[src/rtl/multi_cycle_core.sv]
// Multi-cycle MIPS-subset core: one shared ALU, one handshaked memory port, Moore FSM.
// Optional feature macro: MC_BNE_EN (adds bne, opcode 05).
module multi_cycle_core #(
  parameter logic [31:0] RESET_PC = 32'h0,
  parameter int          RF_DEPTH = 32,
  parameter int          MEM_TMO  = 16
) (
  input  logic        Clock,
  input  logic        Reset,
  output logic        mem_req,
  output logic        mem_we,
  output logic [31:0] mem_addr,
  output logic [31:0] mem_wdata,
  input  logic [31:0] mem_rdata,
  input  logic        mem_ack,
  output logic        halt,
  output logic [31:0] pc_out,
  output logic [2:0]  dbg_state_o
);

  localparam int RFW = $clog2(RF_DEPTH);

  localparam logic [5:0] OP_R    = 6'h00;
  localparam logic [5:0] OP_J    = 6'h02;
  localparam logic [5:0] OP_BEQ  = 6'h04;
  localparam logic [5:0] OP_BNE  = 6'h05;
  localparam logic [5:0] OP_ADDI = 6'h08;
  localparam logic [5:0] OP_LW   = 6'h23;
  localparam logic [5:0] OP_SW   = 6'h2B;

  localparam logic [5:0] F_ADD = 6'h20;
  localparam logic [5:0] F_SUB = 6'h22;
  localparam logic [5:0] F_AND = 6'h24;
  localparam logic [5:0] F_OR  = 6'h25;
  localparam logic [5:0] F_SLT = 6'h2A;

  typedef enum logic [2:0] {
    S_FETCH  = 3'd0,
    S_DECODE = 3'd1,
    S_EXEC   = 3'd2,
    S_MEM    = 3'd3,
    S_WB     = 3'd4,
    S_HALT   = 3'd5
  } state_t;

  typedef enum logic [2:0] {
    ALU_ADD, ALU_SUB, ALU_AND, ALU_OR, ALU_SLT
  } alu_op_t;

  // Memory handshake: the core holds mem_req and its addr/we/wdata constant
  // until the cycle where mem_req && mem_ack; an ack without req is ignored.

  state_t      state_q, state_d;
  logic [31:0] pc_q, pc_d;
  logic [31:0] ir_q, ir_d;
  logic [31:0] a_q, a_d;
  logic [31:0] b_q, b_d;
  logic [31:0] imm_q, imm_d;
  logic [31:0] alu_q, alu_d;
  logic [31:0] mdr_q, mdr_d;
  logic        req_q, req_d;
  logic        we_q, we_d;
  logic [31:0] addr_q, addr_d;
  logic [31:0] wdata_q, wdata_d;
  logic [15:0] tmo_q, tmo_d;
  logic [31:0] rf_q [RF_DEPTH];

  logic           rf_we;
  logic [RFW-1:0] rf_wa;
  logic [31:0]    rf_wd;
  logic           issue_fetch;

  logic [5:0]     op, funct;
  logic [RFW-1:0] rs_idx, rt_idx, rd_idx;
  logic           legal, take;

  alu_op_t     alu_op;
  logic [31:0] alu_a, alu_b, alu_y;

  assign op     = ir_q[31:26];
  assign funct  = ir_q[5:0];
  assign rs_idx = ir_q[21 +: RFW];
  assign rt_idx = ir_q[16 +: RFW];
  assign rd_idx = ir_q[11 +: RFW];

  always_comb begin
    legal = 1'b0;
    case (op)
      OP_R:                                 legal = funct inside {F_ADD, F_SUB, F_AND, F_OR, F_SLT};
      OP_J, OP_BEQ, OP_ADDI, OP_LW, OP_SW:  legal = 1'b1;
`ifdef MC_BNE_EN
      OP_BNE:                               legal = 1'b1;
`endif
      default:                              legal = 1'b0;
    endcase
  end

`ifdef MC_BNE_EN
  assign take = ((op == OP_BEQ) && (a_q == b_q)) || ((op == OP_BNE) && (a_q != b_q));
`else
  assign take = (op == OP_BEQ) && (a_q == b_q);
`endif

  // The single ALU computes PC+4 in FETCH and the data/branch result in EXEC.
  always_comb begin
    alu_a  = a_q;
    alu_b  = b_q;
    alu_op = ALU_ADD;
    if (state_q == S_FETCH) begin
      alu_a = pc_q;
      alu_b = 32'd4;
    end else if (op == OP_BEQ || op == OP_BNE) begin
      alu_a = pc_q;
      alu_b = {imm_q[29:0], 2'b00};
    end else if (op != OP_R) begin
      alu_b = imm_q;
    end else begin
      case (funct)
        F_SUB:   alu_op = ALU_SUB;
        F_AND:   alu_op = ALU_AND;
        F_OR:    alu_op = ALU_OR;
        F_SLT:   alu_op = ALU_SLT;
        default: alu_op = ALU_ADD;
      endcase
    end
  end

  always_comb begin
    case (alu_op)
      ALU_SUB: alu_y = alu_a - alu_b;
      ALU_AND: alu_y = alu_a & alu_b;
      ALU_OR:  alu_y = alu_a | alu_b;
      ALU_SLT: alu_y = ($signed(alu_a) < $signed(alu_b)) ? 32'd1 : 32'd0;
      default: alu_y = alu_a + alu_b;
    endcase
  end

  always_comb begin
    state_d     = state_q;
    pc_d        = pc_q;
    ir_d        = ir_q;
    a_d         = a_q;
    b_d         = b_q;
    imm_d       = imm_q;
    alu_d       = alu_q;
    mdr_d       = mdr_q;
    req_d       = req_q;
    we_d        = we_q;
    addr_d      = addr_q;
    wdata_d     = wdata_q;
    tmo_d       = tmo_q;
    rf_we       = 1'b0;
    rf_wa       = rt_idx;
    rf_wd       = alu_q;
    issue_fetch = 1'b0;

    case (state_q)
      S_FETCH: begin
        if (!req_q) begin
          issue_fetch = 1'b1;
        end else if (mem_ack) begin
          req_d   = 1'b0;
          ir_d    = mem_rdata;
          pc_d    = alu_y;
          state_d = S_DECODE;
        end else if (tmo_q == 16'(MEM_TMO - 1)) begin
          req_d   = 1'b0;
          state_d = S_HALT;
        end else begin
          tmo_d = tmo_q + 16'd1;
        end
      end
      S_DECODE: begin
        a_d     = (rs_idx == '0) ? 32'd0 : rf_q[rs_idx];
        b_d     = (rt_idx == '0) ? 32'd0 : rf_q[rt_idx];
        imm_d   = {{16{ir_q[15]}}, ir_q[15:0]};
        state_d = legal ? S_EXEC : S_HALT;
      end
      S_EXEC: begin
        alu_d = alu_y;
        case (op)
          OP_R, OP_ADDI: state_d = S_WB;
          OP_LW, OP_SW: begin
            // Misaligned data addresses are silently word-aligned.
            req_d   = 1'b1;
            we_d    = (op == OP_SW);
            addr_d  = {alu_y[31:2], 2'b00};
            wdata_d = b_q;
            tmo_d   = 16'd0;
            state_d = S_MEM;
          end
          OP_J: begin
            pc_d        = {pc_q[31:28], ir_q[25:0], 2'b00};
            issue_fetch = 1'b1;
            state_d     = S_FETCH;
          end
          OP_BEQ, OP_BNE: begin
            if (take) pc_d = alu_y;
            issue_fetch = 1'b1;
            state_d     = S_FETCH;
          end
          default: state_d = S_HALT;
        endcase
      end
      S_MEM: begin
        if (mem_ack) begin
          req_d = 1'b0;
          if (we_q) begin
            issue_fetch = 1'b1;
            state_d     = S_FETCH;
          end else begin
            mdr_d   = mem_rdata;
            state_d = S_WB;
          end
        end else if (tmo_q == 16'(MEM_TMO - 1)) begin
          req_d   = 1'b0;
          state_d = S_HALT;
        end else begin
          tmo_d = tmo_q + 16'd1;
        end
      end
      S_WB: begin
        rf_we       = 1'b1;
        rf_wa       = (op == OP_R) ? rd_idx : rt_idx;
        rf_wd       = (op == OP_LW) ? mdr_q : alu_q;
        issue_fetch = 1'b1;
        state_d     = S_FETCH;
      end
      S_HALT: req_d = 1'b0;
      default: state_d = S_HALT;
    endcase

    // A fetch request goes out with the PC already updated for this cycle.
    if (issue_fetch) begin
      req_d  = 1'b1;
      we_d   = 1'b0;
      addr_d = pc_d;
      tmo_d  = 16'd0;
    end
  end

  always_ff @(posedge Clock) begin
    if (Reset) begin
      state_q <= S_FETCH;
      pc_q    <= RESET_PC;
      ir_q    <= '0;
      a_q     <= '0;
      b_q     <= '0;
      imm_q   <= '0;
      alu_q   <= '0;
      mdr_q   <= '0;
      req_q   <= 1'b0;
      we_q    <= 1'b0;
      addr_q  <= '0;
      wdata_q <= '0;
      tmo_q   <= '0;
    end else begin
      state_q <= state_d;
      pc_q    <= pc_d;
      ir_q    <= ir_d;
      a_q     <= a_d;
      b_q     <= b_d;
      imm_q   <= imm_d;
      alu_q   <= alu_d;
      mdr_q   <= mdr_d;
      req_q   <= req_d;
      we_q    <= we_d;
      addr_q  <= addr_d;
      wdata_q <= wdata_d;
      tmo_q   <= tmo_d;
    end
  end

  always_ff @(posedge Clock) begin
    if (Reset) begin
      for (int i = 0; i < RF_DEPTH; i++) rf_q[i] <= '0;
    end else if (rf_we && rf_wa != '0) begin
      rf_q[rf_wa] <= rf_wd;
    end
  end

  assign mem_req     = req_q;
  assign mem_we      = we_q;
  assign mem_addr    = addr_q;
  assign mem_wdata   = wdata_q;
  assign halt        = (state_q == S_HALT);
  assign pc_out      = pc_q;
  assign dbg_state_o = state_q;

endmodule

[config.mk]
export PLATFORM = sky130hd
export DESIGN_NAME = multi_cycle_core
export DESIGN_NICKNAME = d
export VERILOG_FILES = /design/src/rtl/multi_cycle_core.sv
export SDC_FILE = /design/constraint.sdc
export NUM_CORES = 2
export LEC_CHECK = 0
export ABC_AREA = 1
export CORE_MARGIN = 2
export CORE_UTILIZATION = 45
export DETAILED_ROUTE_END_ITERATION = 12
export PLACE_DENSITY_LB_ADDON = 0.08
export SETUP_SLACK_MARGIN = 0.02
export SKIP_CTS_REPAIR_TIMING = 1
export SLEW_MARGIN = 20
export SYNTH_ARGS = -nofsm -noshare
export SYNTH_HDL_FRONTEND = slang
export SYNTH_SLANG_ARGS = --single-unit
[constraint.sdc]
create_clock -name Clock -period 4.9 [get_ports Clock]
set_input_delay 0.49 -clock Clock [delete_from_list [all_inputs] [get_ports Clock]]
set_output_delay 0.49 -clock Clock [all_outputs]
set_load 0.01 [all_outputs]
==> flow_metrics.py <==
metrics = {
    "sta": {
        "tightestPinTransition_ns": 1.11,
        "finalSetupViolCount": 0,
        "min_period_ns": 4.60,
        "fmax_mhz": 218,
        "max_slew_margin_pct": 25.6,
        "hold_viol_final": 0,
        "finalCritPeriodShare_pct": 93.8,
        "tns_ns": 0,
        "clock_skew_ns": 0.0231,
        "rsz0062_at_grt": "no",
        "final_max_slew_viol_count": 0,
    },
    "grt": {
        "grt_max_degree": 137,
        "use_met1_pct": 54.2,
        "busiest_layer": "met2",
        "antenna_found_initial": 21,
        "grt_pass1_wl_um": 487000,
        "use_met2_pct": 58.3,
        "use_met3_pct": 9.09,
        "gr-usage-all-layers_pct": 40.5,
        "first_global_vias": 65400,
        "gr-total-overflow": 0,
    },
    "cts": {
        "cts_tree": "built",
        "clk_latency_ns": 0.82,
        "cts_num_sinks": 1327,
        "htreeDepth": 4,
        "root_buffer": "clkbuf_16",
        "clockBufferDepth": 3,
        "cts_buffers": 155,
        "clkTransAtPathRegs_ns": 0.06,
    },
    "setup_path": {
        "critical_path.max_stage_delay_ns": 0.49,
        "r2r_setup_slack_ns": 0.30,
        "crit_path_end_kind": "flip-flop",
        "slowest_stage": "o21ai_0",
        "r2r_start": "ir_q[30]",
        "path_class": "flip-flop to flip-flop",
        "required_ns": 5.60,
        "critPathMostFrequentCell": "buf_4",
        "start_kind": "flip-flop",
        "cp-startpoint": "ir_q[30]",
        "arrival_ns": 5.29,
        "path_max_fanout": 17,
    },
    "detailed_routing": {
        "routed_wl_um": 349000,
        "drt_iter0_drc": 10800,
        "wire_per_inst_um": 31.4,
        "drtPass1Iterations": 7,
        "drc": 0,
        "ant_nets": 0,
        "num_vias": 70900,
        "viasPerCell": 6.37,
    },
    "synthesis": {
        "yosysSeqAreaShare_pct": 49.7,
        "yosys_warnings": 0,
        "synthDistinctLibCells": 48,
        "syn_area_um2": 74100,
        "ys.flop_type": "edfxtp_1",
        "synth-seq-cells": 1327,
        "avgSynthCellArea_um2": 8.39,
        "synthArstFlopShare_pct": 0,
        "syn_inst": 8826,
        "synth_edf_count": 1024,
    },
    "die": {
        "ios": 137,
        "die_w_um": 410,
        "core_area_um2": 163000,
        "die_h_um": 410,
        "initial_core_util_pct": 45.4,
        "fp-row-count": 148,
        "die_area_um2": 168000,
    },
    "finish": {
        "area_growth_pct": 14.5,
        "drive_gt1_share_pct": 9.05,
        "fillers": 15300,
        "num-nets-final": 8973,
    },
    "hold_path": {
        "hp-class": "input port to flip-flop",
        "hp-start": "Reset",
    },
    "power": {
        "p_per_area_nw_per_um2": 635,
        "leakage_nw": 30.5,
        "irDropWorstVdd_v": 0.000416,
        "finalPower_mw": 53.8,
    },
    "placement": {
        "dp_hpwl_um": 234000,
        "place_congestion": 1.07,
        "port_buffers": 136,
    },
    "job": {
        "maxCapViolations": 0,
    },
    "outcome": {
        "outcome": "completed",
    },
}
==> path summary, 6_finish.rpt <==
path / cells after the start / endpoint
worst max register to register: 26 / mem_addr[23]
worst max-delay path: 26 / mem_addr[23]
worst min-delay path: 2 / a_q[23]
worst min register to register: 2 / tmo_q[2]
==> power by group <==
group	switching [mW]	internal, mW
sequential	1.27	12.9
clock	4.94	6.51
combinational	19.6	8.53
total	25.9	27.9
==> placed cells by master, fill, tap and decap left out, types with 10 or more instances in the layout <==
cell type and instances:
nand2_1 1616, nor2_1 1563, edfxtp_1 1024, a21oi_1 639, o21ai_0 578, inv_1 465, buf_4 408, nand3_1 382
dfxtp_1 293, o211ai_1 258, a32oi_1 256, mux2i_1 256, o221ai_1 256, clkbuf_16 161, clkdlybuf4s50_1 135, ha_1 96
nand4_1 58, nand2_2 49, buf_12 44, clkbuf_1 41, conb_1 32, mux2i_4 31, clkinv_1 29, a21boi_0 22
o21ai_1 20, nor3_1 18, clkbuf_8 18, inv_2 15, or2_2 15, a21boi_1 14, o21bai_1 14, xnor2_1 14
clkinv_2 14, o22ai_1 13, xor2_1 13, nor2_2 10, and3_1 10
==> registers in the layout, indices dropped and copies added (netlist names), named ones only <==
register and count:
dbg_state_o 3, mem_req 1, imm_q 16, ir_q 32
mem_wdata 32, mdr_q 32, alu_q 32, mem_we 1
rf_q 1024, mem_addr 32, b_q 32, pc_out 32
tmo_q 16, a_q 32
==> final cells by class <==
class | instances | area [µm²] | area share (%)
multi-input combinational | 6278 | 33100 | 39.1
timing repair buffer | 588 | 5310 | 6.26
inverter | 488 | 1850 | 2.18
clock inverter | 56 | 484 | 0.571
sequential | 1327 | 36800 | 43.5
clock buffer | 221 | 4440 | 5.23
tap | 2175 | 2720 | 3.21
antenna | 4 | 10.0 | 0.0118
==> critical path: cells and delay by family (launching register included) <==
| kind | cells | cell delay (ns) |
|---|---|---|
| buffers and inverters | 10 | 1.67 |
| and+or+nand+nor | 11 | 1.22 |
| AOI/OAI and AO/OA | 4 | 0.96 |
| DFF | 1 | 0.33 |
| adders and majority gates | 1 | 0.29 |
==> logic make-up (layout without fill, tap and decap cells) <==
group | count (synthesis) | in the layout | share of synthesized area [%]
DFF | 1327 | 1327 | 49.7
xor gates and xnor gates | 27 | 27 | 0.319
muxes | 287 | 287 | 3.88
and+or+nand+nor | 3741 | 3741 | 20.0
buffers and inverters | 1252 | 1353 | 6.48
other | 1 | 36 | 0.00506
adders and majority gates | 100 | 100 | 1.71
AOI/OAI and AO/OA | 2091 | 2091 | 17.9
==> stage by stage <==
stage	hold slack [ns]	instance area (µm²)	utilization, %	instances	setup slack, ns
after floorplan	0.435	74200	-	8857	0.963
after global placement	0.447	79800	48.9	10900	0.174
after detailed placement	0.454	79800	48.9	10900	0.170
after CTS	-0.000357	84800	52.0	11100	0.148
after global routing	0.0217	84800	52.0	11100	0.0760
final	0.0706	84800	52.0	11100	0.304
==> per-layer routing <==
layer / vias to the layer above / part of all wire (%)
li1: 30800 / -
met1: 34300 / 39
met2: 4881 / 42
met3: 898 / 11
met4: 0 / 8.0
met5: - / 0
==> synthesized netlist by cell type, drive strengths merged (6+ instances only) <==
| master | instances | area share, % |
|---|---|---|
| o221ai | 256 | 3.0 |
| buf | 111 | 0.70 |
| xnor2 | 14 | 0.17 |
| o211ai | 258 | 2.6 |
| clkbuf | 653 | 3.3 |
| dfxtp | 303 | 8.2 |
| o22ai | 13 | 0.11 |
| a32oi | 256 | 3.0 |
| xor2 | 13 | 0.15 |
| nand4 | 58 | 0.49 |
| o21ai | 599 | 4.0 |
| a21boi | 38 | 0.39 |
| a21oi | 639 | 4.3 |
| mux2i | 287 | 3.9 |
| nor2 | 1577 | 8.0 |
| nand2 | 1665 | 8.4 |
| a211oi | 6 | 0.068 |
| ha | 98 | 1.7 |
| edfxtp | 1024 | 42 |
| nand3 | 382 | 2.6 |
| clkinv | 8 | 0.041 |
| o21bai | 14 | 0.14 |
| nor3 | 19 | 0.13 |
| and3 | 10 | 0.084 |
| inv | 480 | 2.4 |
| or2 | 15 | 0.13 |
Power figures use the tool's default switching activity.
